`config.mk`:
```
export PLATFORM = sky130hd
export DESIGN_NAME = exp5_unidade_controle
export DESIGN_NICKNAME = d
export VERILOG_FILES = /design/src/rtl/exp5_unidade_controle.sv
export SDC_FILE = /design/constraint.sdc
export NUM_CORES = 1
export LEC_CHECK = 0
export BUFFER_PORTS_ARGS = -buffer_cell sky130_fd_sc_hd__buf_2
export CORE_UTILIZATION = 47
export DETAILED_ROUTE_END_ITERATION = 10
export GPL_TIMING_DRIVEN = 0
export HOLD_SLACK_MARGIN = 0.08
export PLACE_DENSITY = 0.76
export SLEW_MARGIN = 5
export SYNTH_ARGS = -nofsm -noshare
export SYNTH_HDL_FRONTEND = slang
export SYNTH_SLANG_ARGS = --single-unit
```
`constraint.sdc`:
```
create_clock -name clock -period 1.87 [get_ports clock]
set_clock_uncertainty 0.1 [all_clocks]
set_input_delay 0.2805 -clock clock [delete_from_list [all_inputs] [get_ports clock]]
set_output_delay 0.2805 -clock clock [all_outputs]
set_load 0.005 [all_outputs]
```
`src/rtl/exp5_unidade_controle.sv`:
```
// Moore control unit for the memory-game datapath: sequences rounds, owns the per-move timer.
// Optional move timeout is built only when EXP5_TIMEOUT_EN is defined.
module exp5_unidade_controle #(
   parameter int TIMEOUT_CICLOS = 3000
) (
   input  logic       clock,
   input  logic       reset,
   input  logic       iniciar,
   input  logic       jogada,
   input  logic       igual,
   input  logic       enderecoIgualLimite,
   input  logic       fimL,
   output logic       zeraE,
   output logic       contaE,
   output logic       zeraL,
   output logic       contaL,
   output logic       zeraR,
   output logic       registraR,
   output logic       acertou,
   output logic       errou,
   output logic       pronto,
   output logic       db_timeout,
   output logic [3:0] db_estado
);

   typedef enum logic [3:0] {
      INICIAL        = 4'h0,
      PREPARACAO     = 4'h1,
      INICIA_RODADA  = 4'h2,
      ESPERA_JOGADA  = 4'h3,
      REGISTRA       = 4'h4,
      COMPARACAO     = 4'h5,
      PROXIMA_JOGADA = 4'h6,
      PROXIMA_RODADA = 4'h7,
      FIM_ACERTOU    = 4'hA,
      FIM_TIMEOUT    = 4'hD,
      FIM_ERROU      = 4'hE
   } estado_t;

   if (TIMEOUT_CICLOS < 2 || TIMEOUT_CICLOS > 65535) begin : g_bad_timeout
      $error("TIMEOUT_CICLOS out of range 2..65535");
   end

   estado_t    estado_q, estado_d;
   logic       timeout_w;
   logic [9:0] saidas_q;

`ifdef EXP5_TIMEOUT_EN
   localparam bit         TIMEOUT_EN = 1'b1;
   localparam logic [15:0] TIMER_ULTIMO = 16'(TIMEOUT_CICLOS - 1);

   logic [15:0] timer_q, timer_d;

   // Timer only runs in espera_jogada, so every entry there restarts from zero.
   always_comb begin
      timer_d = 16'd0;
      if (estado_q == ESPERA_JOGADA) timer_d = timer_q + 16'd1;
   end

   assign timeout_w = (estado_q == ESPERA_JOGADA) && (timer_q == TIMER_ULTIMO);

   always_ff @(posedge clock or negedge reset) begin
      if (!reset) timer_q <= 16'd0;
      else        timer_q <= timer_d;
   end
`else
   localparam bit TIMEOUT_EN = 1'b0;
   assign timeout_w = 1'b0;
`endif

   always_comb begin
      estado_d = estado_q;
      case (estado_q)
         INICIAL:        if (iniciar) estado_d = PREPARACAO;
         PREPARACAO:     estado_d = INICIA_RODADA;
         INICIA_RODADA:  estado_d = ESPERA_JOGADA;
         ESPERA_JOGADA: begin
            if (jogada)         estado_d = REGISTRA;
            else if (timeout_w) estado_d = FIM_TIMEOUT;
         end
         REGISTRA:       estado_d = COMPARACAO;
         COMPARACAO: begin
            if (!igual)                    estado_d = FIM_ERROU;
            else if (!enderecoIgualLimite) estado_d = PROXIMA_JOGADA;
            else if (!fimL)                estado_d = PROXIMA_RODADA;
            else                           estado_d = FIM_ACERTOU;
         end
         PROXIMA_JOGADA: estado_d = ESPERA_JOGADA;
         PROXIMA_RODADA: estado_d = INICIA_RODADA;
         FIM_ACERTOU, FIM_ERROU, FIM_TIMEOUT:
                         if (iniciar) estado_d = PREPARACAO;
         default:        estado_d = INICIAL;
      endcase
   end

   // Bit order: zeraE contaE zeraL contaL zeraR registraR acertou errou pronto db_timeout
   function automatic logic [9:0] decodifica(estado_t e);
      logic [9:0] s;
      s = 10'd0;
      case (e)
         PREPARACAO:     begin s[9] = 1'b1; s[7] = 1'b1; s[5] = 1'b1; end
         INICIA_RODADA:  begin s[9] = 1'b1; s[5] = 1'b1; end
         REGISTRA:       s[4] = 1'b1;
         PROXIMA_JOGADA: s[8] = 1'b1;
         PROXIMA_RODADA: s[6] = 1'b1;
         FIM_ACERTOU:    begin s[3] = 1'b1; s[1] = 1'b1; end
         FIM_ERROU:      begin s[2] = 1'b1; s[1] = 1'b1; end
         FIM_TIMEOUT:    begin s[2] = 1'b1; s[1] = 1'b1; s[0] = TIMEOUT_EN; end
         default:        s = 10'd0;
      endcase
      return s;
   endfunction

   // Outputs are registered from the next state, so they always equal a decode of estado_q.
   always_ff @(posedge clock or negedge reset) begin
      if (!reset) begin
         estado_q <= INICIAL;
         saidas_q <= 10'd0;
      end else begin
         estado_q <= estado_d;
         saidas_q <= decodifica(estado_d);
      end
   end

   assign {zeraE, contaE, zeraL, contaL, zeraR, registraR,
           acertou, errou, pronto, db_timeout} = saidas_q;
   assign db_estado = estado_q;

endmodule

```
* After elaboration in Yosys (flattened, before gate mapping) *
Cells that the tools add are included.

operators by class
  equal/unequal tests = 18
  multiplexer cells = 14
  reduce and logical (&&, ||, !) cells = 7

operators by type and width
  kind                                           number
  == test 4 x 3 -> 1 bit, second input constant  7
  == test 4 bit, second input constant           6
  one-hot mux 4 bit (6 select lines)             1
  2-to-1 mux 4 bit                               5
  == test 4 x 2 -> 1 bit, second input constant  3
  == test 4 x 1 -> 1 bit, second input constant  2
  2-to-1 mux 1 bit                               8
  OR reduction 2 bit                             4
  logical NOT 4 bit                              1
  OR reduction 4 bit                             1
  OR reduction 3 bit                             1

storage, ports and cells
  register bits = 13
  input bits = 7

* Depth between registers and ports, before layout *
Gate-level depths: netlist of the first run.

  depth in word-level cells = 7
  gate-level depth with buffers = 6
  gate-level depth less buffers = 4

* Least setup slack after synthesis of the first run *
No wires, ideal clock.

  path kind = register -> register
  from = register estado_q[3], in the netlist db_estado[3]
  to = register saidas_q[5]
  setup time = 0.095 ns
  arrival time = 1.435 ns
  data required time = 1.675 ns
  slack = 0.240 ns
  stages on the path, launching flop included = 6
  clock period less this slack = 1.630 ns
  cell sequence = dfrtp_1 -> buf_6 -> or4b_4 -> o211ai_2 -> nor3_1 -> nor4b_2

on the way
  cells in the longest elaborated chain, start to end = 6
  elaborated cells on any way between the ends = 21
  those cells by class = 12 x eq/ne; 4 x mux; 5 x reduce/logical

RTL lines
  what                                                                              line  text
  from (decl)                                                                       44    estado_t estado_q, estado_d;
  from (signal assigned)                                                            120   estado_q <= estado_d;
  == test 4 bit, or another cell as far along                                       73    case (estado_q)
  OR reduction 4 bit (no source line) / OR reduction 2 bit (equally long branches)  n/a
  one-hot mux 4 bit (6 select lines) (*)                                            73
  == test 4 x 2 -> 1 bit / == test 4 x 1 -> 1 bit (equally long branches)           100   case (e)
  OR reduction 2 bit (no source line) (*)                                           n/a
  2-to-1 mux 1 bit (*)                                                              100
  to (signal assigned)                                                              121   saidas_q <= decodifica(estado_d);
  to (decl)                                                                         46    logic [9:0] saidas_q;

Mark *: on every way between the ends. The rest lies on a longest branch, timed or not.

* Final worst setup path of the first run *
  from = register estado_q[1], in the netlist db_estado[1]
  to = register saidas_q[8]

on the way
  cells in the longest elaborated chain, start to end = 5
  elaborated cells on any way between the ends = 19
  those cells by class = 11 x eq/ne; 4 x mux; 4 x reduce/logical

RTL lines
  what                                                                              line
  == test 4 bit, or another cell as far along                                       73
  OR reduction 4 bit (no source line) / OR reduction 2 bit (equally long branches)  n/a
  one-hot mux 4 bit (6 select lines) (*)                                            73
  via estado_d[2]                                                                   44
  == test 4 x 3 -> 1 bit (*)                                                        100
  2-to-1 mux 1 bit (*)                                                              100

The timed path passes the listed nets; every way through them passes the cells marked *.

==> results of run 1 <==
-- registers in the layout, indices dropped and copies added (netlist names) --
name	flops
db_estado	4
saidas_q	8
-- cells by family after synthesis --
kind of cell              share of synthesized area, %
DFF                                               48.8
AOI/OAI and AO/OA                                 12.6
buffers and inverters                             7.11
other                                            0.609
xor gates and xnor gates                          1.42
and+or+nand+nor                                   29.5
-- path summary, 6_finish.rpt --
| path | start | end | slack [ns] | cells past startpoint |
|---|---|---|---|---|
| max in group asynchronous | reset | saidas_q[5] | 1.15 | 2 |
| min reg2reg | db_estado[3] | saidas_q[6] | 0.49 | 2 |
| max reg2reg | db_estado[1] | saidas_q[8] | 0.14 | 5 |
| min | jogada | saidas_q[4] | 0.21 | 3 |
| min in group asynchronous | reset | db_estado[2] | 0.31 | 2 |
| max | db_estado[1] | saidas_q[8] | 0.14 | 5 |
-- cells in the mapped netlist (2+ instances only) --
cell type / number
dfrtp_1: 12
nor3_1: 4
buf_4: 3
a211oi_1: 2
buf_2: 2
nand2_1: 2
nand2b_1: 2
nor4b_2: 2
o21ai_0: 2
-- power groups by stage --
stage | clock network, mW | registers, mW | logic, mW
after floorplan | 0 | 0.398 | 0.359
after global placement | 0 | 0.387 | 0.508
after detailed placement | 0 | 0.388 | 0.519
after CTS | 0.160 | 0.385 | 0.521
after global routing | 0.172 | 0.394 | 0.571
final | 0.153 | 0.386 | 0.516
-- critical path: stages, from the launching register on --
cell,delay (ns)
dfrtp_1,0.37
buf_4,0.17
nand3b_4,0.18
a311oi_1,0.30
a211o_2,0.23
nor4bb_2,0.29
-- through the flow --
step                hold WS (ns)  instances  setup WS, ns
global placement          0.0601         85         0.164
global route               0.221         89        0.0638
CTS                        0.201         89         0.141
detailed placement        0.0707         85         0.167
finish                     0.209         89         0.140
floorplan                 -0.115         52         0.240
-- placed cells by master, fill, tap and decap left out --
| master | synthesis | final |
|---|---|---|
| nand3b_4 | 1 | 1 |
| or3_1 | 1 | 1 |
| and2_1 | 1 | 1 |
| a211oi_1 | 2 | 2 |
| xnor2_1 | 1 | 1 |
| o211ai_2 | 1 | 1 |
| buf_6 | 1 | 1 |
| nand2b_1 | 2 | 2 |
| dfrtp_1 | 12 | 12 |
| a311oi_1 | 1 | 1 |
| nand2_1 | 2 | 2 |
| or2_1 | 1 | 1 |
| nor4b_2 | 2 | 2 |
| o21ai_1 | 1 | 1 |
| nand4b_1 | 1 | 1 |
| conb_1 | 1 | 1 |
| dlygate4sd3_1 | 0 | 1 |
| buf_4 | 3 | 3 |
| or2_4 | 1 | 1 |
| o221a_2 | 1 | 1 |
| nand3_1 | 1 | 1 |
| a21oi_1 | 1 | 1 |
| nor4bb_2 | 1 | 1 |
| or4b_4 | 1 | 1 |
| nor2b_1 | 1 | 1 |
| nand3b_1 | 1 | 1 |
| clkbuf_4 | 0 | 3 |
| a211o_2 | 1 | 1 |
| o21ai_0 | 2 | 2 |
| nor3_1 | 4 | 4 |
| or2_2 | 1 | 1 |
| buf_2 | 2 | 21 |
-- timing repair --
item / 4_1_cts / 5_1_grt
hold buffers: 1 / 0
endpoints found under the setup margin: 0 / 0
hold endpoints to repair: 12 / 0
setup buffers: 0 / 0
-- per-layer routing --
layer  global-route usage, %  vias up
li1                        -      236
met1                    25.4      213
met2                    27.5       16
met3                    6.98        4
met4                    13.4        0
met5                       0        -
-- final cells by class --
class	count	area (um2)	share of cell area, %
Sequential cell	12	300	39.5
Timing Repair Buffer	20	105	13.8
Multi-Input combinational cell	34	272	35.7
Tap cell	14	17.5	2.30
Clock buffer	3	22.5	2.96
Buffer	6	43.8	5.76
==> flow_metrics.tcl, run 1 <==
set metrics [dict create \
    status "finished clean" \
    yosys-top-cells-area "dfrtp_1, nor4b_2, buf_4" \
    gp_congestion 0.709 \
    pin_count 21 \
    wire_per_inst_um 12.3 \
    drive_above_1_share_pct 50.7 \
    wl_met1_um 518 \
    gr-usage-all-layers_pct 19.8 \
    powerDensity_nw_per_um2 1390 \
    synth_top_area_share_pct 48.8 \
    synth.yosys.seq_area_share_pct 48.8 \
    ys_ff_latch 12 \
    internal_power_mw 0.686 \
    power_switching_mw 0.369 \
    nFillCells 105 \
    grt_max_degree 13 \
    antenna_left 0 \
    power_frac_seq_pct 36.6 \
    min_path_type "in -> reg" \
    die-width_um 38.2 \
    nNetsFinal 84 \
    p_leak_nw 0.396 \
    async_flop_share_pct 100 \
    syn_inst 52 \
    maxCapViolations 0 \
    met3_length_um 58 \
    startpoint_type "flop" \
    max_freq_mhz 578 \
    utilization_pct 65.8 \
    synth.distinct_cells 30 \
    synthFlopType "dfrtp_1" \
    cts_tree "yes" \
    postLayoutCellArea_um2 761 \
    combPwrFrac_pct 48.9 \
    die_area_um2 1460 \
    worstPathArrival_ns 1.80 \
    layout_min_cycle_time_ns 1.73 \
    rsz0062_at_grt "no" \
    drt_iter0_drc 8 \
    hold_viol 0 \
    finalSetupViolCount 0 \
    syn_to_final_growth_pct 23.6 \
    cts.htree.levels 1 \
    yosys.area.top_type "dfrtp_1" \
    dpl.hpwl_um 825 \
    drc 0 \
    grt_overflow 0 \
    grt_pass1_vias 408 \
    clock_path_buffers 2 \
    grt_first_pass_wirelength_um 1840 \
    postPlaceCellArea_um2 728 \
    netlist_area_um2 616 \
    final_max_slew_viol_count 0 \
    diodes 0 \
    drt-total-wl_um 1100 \
    cts_sinks 12 \
    cts_buffers 3 \
    synth_edf_count 0 \
    cp.required_ns 1.94 \
    cp-end-kind "flop" \
    vias 469 \
    sw_frac_of_total_pct 35.0 \
    dr.max_layer_used "met4" \
    pwr-share-clk_pct 14.5 \
    avgSynthCellArea_um2 11.8 \
    start_util_pct 53.2 \
    wl_met2_um 490 \
    power_mw 1.06 \
    clk_latency_ns 0.27 \
    syn_nets 59 \
    grt_antenna_before_repair 0 \
    numPortBuffers 19 \
    core_um2 1160 \
    drt-vias-per-instance 5.27 \
    path_clk_slew_ns 0.07 \
    fp.dieH_um 38.2 \
    crit_fanout 10 \
    fp-row-count 12 \
    fin_crit_sh_pct 92.5 \
    cts_resized 0 \
    ir_drop_mv 0.685 \
    setup_tns_ns 0 \
    cts-root-buf "clkbuf_4" \
    critPathKind "reg -> reg" \
    drt_pass1_iterations 4 \
    yosys_warnings 0 \
]
Note: power is estimated with default switching activity, not from simulation.
==> run 2, diff against run 1 <==
--- a/config.mk
+++ b/config.mk
@@ -11,6 +11,7 @@
 export GPL_TIMING_DRIVEN = 0
 export HOLD_SLACK_MARGIN = 0.08
 export PLACE_DENSITY = 0.76
+export SETUP_SLACK_MARGIN = 0.5
 export SLEW_MARGIN = 5
 export SYNTH_ARGS = -nofsm -noshare
 export SYNTH_HDL_FRONTEND = slang
==> run 2 against run 1 <==
  * Register-to-register slack improved by 0.08 ns
  * Total power increased by 15%
  * Combinational power increased by 26%
  * Via count increased by 4.7%
  * Sequential share of layout area decreased by 4.1 points
  * Critical path type unchanged
  * Global-route usage increased by 0.70 points
  * Maximum frequency increased by 4.6%
  * Clock power increased by 8%
  * Sequential cell count unchanged
  * Core utilization increased by 8.0 points
  * First-iteration DRC count decreased by 13%
==> flow_metrics.tcl, run 2 (synthesized netlist as in run 1, its figures left out) <==
set metrics [dict create \
    nNetsFinal 88 \
    numPortBuffers 19 \
    vias 491 \
    drt-total-wl_um 1290 \
    cts.htree.levels 1 \
    start_util_pct 53.2 \
    p_leak_nw 0.436 \
    maxCapViolations 0 \
    cts-root-buf "clkbuf_4" \
    setup_tns_ns 0 \
    layout_min_cycle_time_ns 1.65 \
    critPathKind "reg -> reg" \
    crit_fanout 8 \
    die-width_um 38.2 \
    timing.hold.ws_ns 0.223 \
    grt_pass1_vias 436 \
    grt_overflow 0 \
    gr-usage-all-layers_pct 20.5 \
    grt_max_degree 13 \
    cts_tree "yes" \
    crit_start "db_estado[2]" \
    diodes 0 \
    cp.required_ns 1.95 \
    max_freq_mhz 605 \
    nFillCells 89 \
    fp.dieH_um 38.2 \
    clock_path_buffers 2 \
    grt_antenna_before_repair 0 \
    rr_startpoint "db_estado[2]" \
    drt-vias-per-instance 5.22 \
    finalSetupViolCount 0 \
    top_register "saidas_q" \
    antenna_left 0 \
    rsz0062_at_grt "yes" \
    fp-row-count 12 \
    fin_crit_sh_pct 88.4 \
    clk_latency_ns 0.27 \
    cts_sinks 12 \
    drc 0 \
    final_common_cell "buf_2" \
    mostFrequentLayoutCells "buf_2, dfrtp_1, buf_6, buf_4" \
    startpoint_type "flop" \
    hold_viol 0 \
    ir_drop_mv 0.840 \
    path_clk_slew_ns 0.07 \
    final_max_slew_viol_count 0 \
    largest_reg_flops 8 \
    min_from "jogada" \
    whs_path_depth 3 \
    grt_first_pass_wirelength_um 1970 \
    worstPathArrival_ns 1.73 \
    cp-end-kind "flop" \
    drt_pass1_iterations 3 \
    cts_buffers 3 \
    drive_above_1_share_pct 61.3 \
    pin_count 21 \
    syn_to_final_growth_pct 38.6 \
    drt_iter0_drc 7 \
    wire_per_inst_um 13.7 \
    worstRegToRegCells 4 \
    status "finished clean" \
    powerDensity_nw_per_um2 1420 \
    gp_congestion 0.684 \
    dpl.hpwl_um 889 \
    die_area_um2 1460 \
    core_um2 1160 \
    min_path_type "in -> reg" \
]
## run 2: cell count changes in the layout (fill, tap and decap cells not counted), sizes merged
cell / before / now
buf: 25 / 29
clkbuf: 3 / 4
## run 2: report_power, final
group          switching, mW  internal [mW]  leakage, nW
clock network         0.0823         0.0825       0.0150
logic                  0.283          0.368        0.266
registers             0.0614          0.338        0.156
## run 2: layer usage
layer,track usage [%],vias up,wire length (um)
li1,-,242,-
met1,23.7,234,549
met2,35.6,15,699
met3,5.23,0,42
met4,8.04,0,0
met5,0,-,0
## run 2: cell type report
cell class                 count  area, um2  share of cell area [%]
multi-input combinational     34        309                    36.2
clock buffer                   4       26.3                    3.08
sequential                    12        302                    35.3
tap                           14       17.5                    2.05
buffer                         6       60.1                    7.04
timing repair buffer          24        139                    16.3
## run 2: metrics by stage
step                utilization (%)  setup WS (ns)  cell area [um2]  cells  power, mW
floorplan                         -          0.286              622     52      0.768
global placement               63.5          0.235              734     85      0.909
detailed placement             63.5          0.245              734     85      0.924
CTS                            70.9          0.230              820     92       1.15
global route                   73.8          0.148              853     94       1.30
finish                         73.8          0.216              853     94       1.22
## run 2: critical path, stage by stage, from the launching register on
cell	delay [ns]
dfrtp_2	0.47
or4b_4	0.53
o211ai_2	0.10
or2_4	0.18
nor4b_2	0.18
## run 2: worst paths after layout
| path | to | slack [ns] |
|---|---|---|
| worst max-delay path | saidas_q[7] | 0.22 |
| worst min register to register | saidas_q[4] | 0.50 |
| worst min-delay path | saidas_q[4] | 0.22 |
| worst max register to register | saidas_q[7] | 0.22 |
| min in group asynchronous | saidas_q[3] | 0.30 |
| max in group asynchronous | db_estado[2] | 1.14 |
## run 2: what timing repair did
| item | CTS | global route |
|---|---|---|
| gates resized for setup | 8 | 5 |
| endpoints found under the hold margin | 12 | 0 |
| gates cloned | 0 | 1 |
| hold buffers | 1 | 0 |
| pin swaps | 0 | 3 |
| setup endpoints to repair | 8 | 8 |
| buffers inserted | 2 | 1 |
==> run 3, diff against run 2 <==
--- a/config.mk
+++ b/config.mk
@@ -5,12 +5,13 @@
 export SDC_FILE = /design/constraint.sdc
 export NUM_CORES = 1
 export LEC_CHECK = 0
+export ABC_AREA = 1
 export BUFFER_PORTS_ARGS = -buffer_cell sky130_fd_sc_hd__buf_2
 export CORE_UTILIZATION = 47
 export DETAILED_ROUTE_END_ITERATION = 10
 export GPL_TIMING_DRIVEN = 0
 export HOLD_SLACK_MARGIN = 0.08
-export PLACE_DENSITY = 0.76
+export PLACE_DENSITY = 0.75
 export SETUP_SLACK_MARGIN = 0.5
 export SLEW_MARGIN = 5
 export SYNTH_ARGS = -nofsm -noshare
==> run 3 against run 2 <==
  * Sequential power up 3%
  * First-iteration DRC count up 29%
  * Sequential share of layout area down 0.87 points
  * Critical path depth is 6 higher
  * Core utilization is 1.8 points higher
  * Worst hold slack lost 0.078 ns
  * Via count up 19%
  * Worst setup slack better by 0.24 ns
  * Largest cell class unchanged
  * Largest power group unchanged
  * Highest routed layer is now met4
==> flow_metrics.tcl, run 3 <==
set metrics [dict create \
    status "finished clean" \
    drc 0 \
    cp-end-kind "flop" \
    layout_min_cycle_time_ns 1.41 \
    clk_latency_ns 0.28 \
    final_common_cell "nand2_1" \
    drt_iter0_drc 9 \
    gr-usage-all-layers_pct 22.0 \
    fp.dieH_um 38.4 \
    avgSynthCellArea_um2 7.35 \
    die_area_um2 1480 \
    drt_pass1_iterations 4 \
    yosys.area.top_type "dfrtp_1" \
    ir_drop_mv 0.724 \
    cts-root-buf "clkbuf_4" \
    maxCapViolations 0 \
    antenna_left 0 \
    worstPathArrival_ns 1.48 \
    mostFrequentLayoutCells "nand2_1, buf_2, nor2_1, inv_1, dfrtp_1" \
    cts.htree.levels 1 \
    final_max_slew_viol_count 0 \
    dpl.hpwl_um 864 \
    r2r_slack_ns 0.46 \
    worstRegToRegCells 10 \
    r2r-end "saidas_q[5]" \
    netlist_top_cells_count "nand2_1, nor2_1, dfrtp_1, inv_1, nand3_1" \
    yosys_warnings 0 \
    synth.yosys.seq_area_share_pct 48.1 \
    timing.hold.ws_ns 0.145 \
    synth.distinct_cells 15 \
    grt_first_pass_wirelength_um 2110 \
    rsz0062_at_grt "yes" \
    syn_nets 92 \
    startpoint_type "flop" \
    core_um2 1170 \
    synth_top_area_share_pct 48.1 \
    syn_inst 85 \
    die-width_um 38.4 \
    grt_antenna_before_repair 0 \
    vias 585 \
    nNetsFinal 121 \
    async_flop_share_pct 100 \
    yosys-top-cells-area "dfrtp_1, nand2_1, nor2_1" \
    rr_startpoint "db_estado[3]" \
    cp.required_ns 1.94 \
    drt-vias-per-instance 4.61 \
    wire_per_inst_um 10.3 \
    hold_viol 0 \
    top_register "saidas_q" \
    critPathKind "reg -> reg" \
    syn_to_final_growth_pct 41.9 \
    ys_ff_latch 12 \
    cts_buffers 3 \
    largest_reg_flops 8 \
    powerDensity_nw_per_um2 1360 \
    synthFlopType "dfrtp_1" \
    cts_tree "yes" \
    setup_tns_ns 0 \
    final_cells 127 \
    pin_count 21 \
    diodes 0 \
    path_clk_slew_ns 0.08 \
    finalSetupViolCount 0 \
    fin_crit_sh_pct 75.4 \
    drt-total-wl_um 1310 \
    synth_most_common_cell "nand2_1" \
    clock_path_buffers 2 \
    synth_edf_count 0 \
    max_freq_mhz 709 \
    whs_path_depth 3 \
    gp_congestion 0.748 \
    min_from "jogada" \
    fp-row-count 12 \
    power_mw 1.20 \
    grt_max_degree 13 \
    min_path_type "in -> reg" \
    dp_cells 118 \
    cts_sinks 12 \
    p_leak_nw 0.538 \
    netlist_area_um2 624 \
    drive_above_1_share_pct 53.1 \
    crit_fanout 7 \
    numPortBuffers 19 \
    worstHoldEndpoint "saidas_q[4]" \
    start_util_pct 53.3 \
    grt_pass1_vias 522 \
    grt_overflow 0 \
]
-- run 3: through the flow --
stage	utilization (%)	setup slack (ns)	instance area (um2)
3_3_place_gp	62.9	0.449	737
5_1_grt	75.6	0.371	886
2_1_floorplan	-	0.556	624
4_1_cts	71.0	0.506	832
3_5_place_dp	62.9	0.429	737
6_report	75.6	0.459	886
-- run 3: critical path, stage by stage, from the launching register on --
cell     delay [ns]
dfrtp_2        0.48
inv_2          0.10
nand2_1        0.05
nand2_1        0.05
nand2_1        0.07
nand2_2        0.12
nand2_4        0.07
nand2_4        0.07
nor2_1         0.05
nand2_1        0.08
nand2_1        0.05
-- run 3: kinds of logic (layout without fill, tap and decap cells) --
group,count (synthesis),in the layout,share of synthesized area [%]
buffers and inverters,16,44,10.8
AND/OR/NAND/NOR,53,53,37.1
other,1,1,0.601
flip-flops,12,12,48.1
AO/OA/AOI/OAI,3,3,3.41
-- run 3: how the worst max path moves through the flow --
stage	slack [ns]	from	to
floorplan	0.56	db_estado[3]	saidas_q[5]
global placement	0.45	db_estado[3]	saidas_q[5]
detailed placement	0.43	db_estado[3]	saidas_q[5]
CTS	0.51	db_estado[1]	saidas_q[5]
global route	0.37	db_estado[3]	saidas_q[5]
finish	0.46	db_estado[3]	saidas_q[5]
-- run 3: routing by layer --
| metal | wire, um | GRT usage, % | vias up |
|---|---|---|---|
| li1 | - | - | 305 |
| met1 | 572 | 25.7 | 260 |
| met2 | 651 | 35.2 | 15 |
| met3 | 69 | 8.72 | 5 |
| met4 | 18 | 10.3 | 0 |
| met5 | 0 | 0 | - |
-- run 3: area by class of cell --
cell class                      instances  area [um2]
Timing Repair Buffer                   24         145
Inverter                               14        52.6
Multi-Input combinational cell         57         314
Fill cell                              96         285
Clock buffer                            4        36.3
Tap cell                               14        17.5
Sequential cell                        12         305
Buffer                                  2        15.0
-- run 3: timing repair --
action / 4_1_cts / 5_1_grt
endpoints found under the hold margin: 12 / 0
gates resized for setup: 16 / 9
pin swaps: 11 / 7
buffers inserted: 1 / 3
hold buffers: 1 / 0
setup endpoints to repair: 3 / 6
-- run 3: power by group --
group          total [mW]  switching (mW)  internal (mW)
sequential          0.409          0.0738          0.335
clock               0.211          0.0928          0.118
combinational       0.581           0.331          0.250
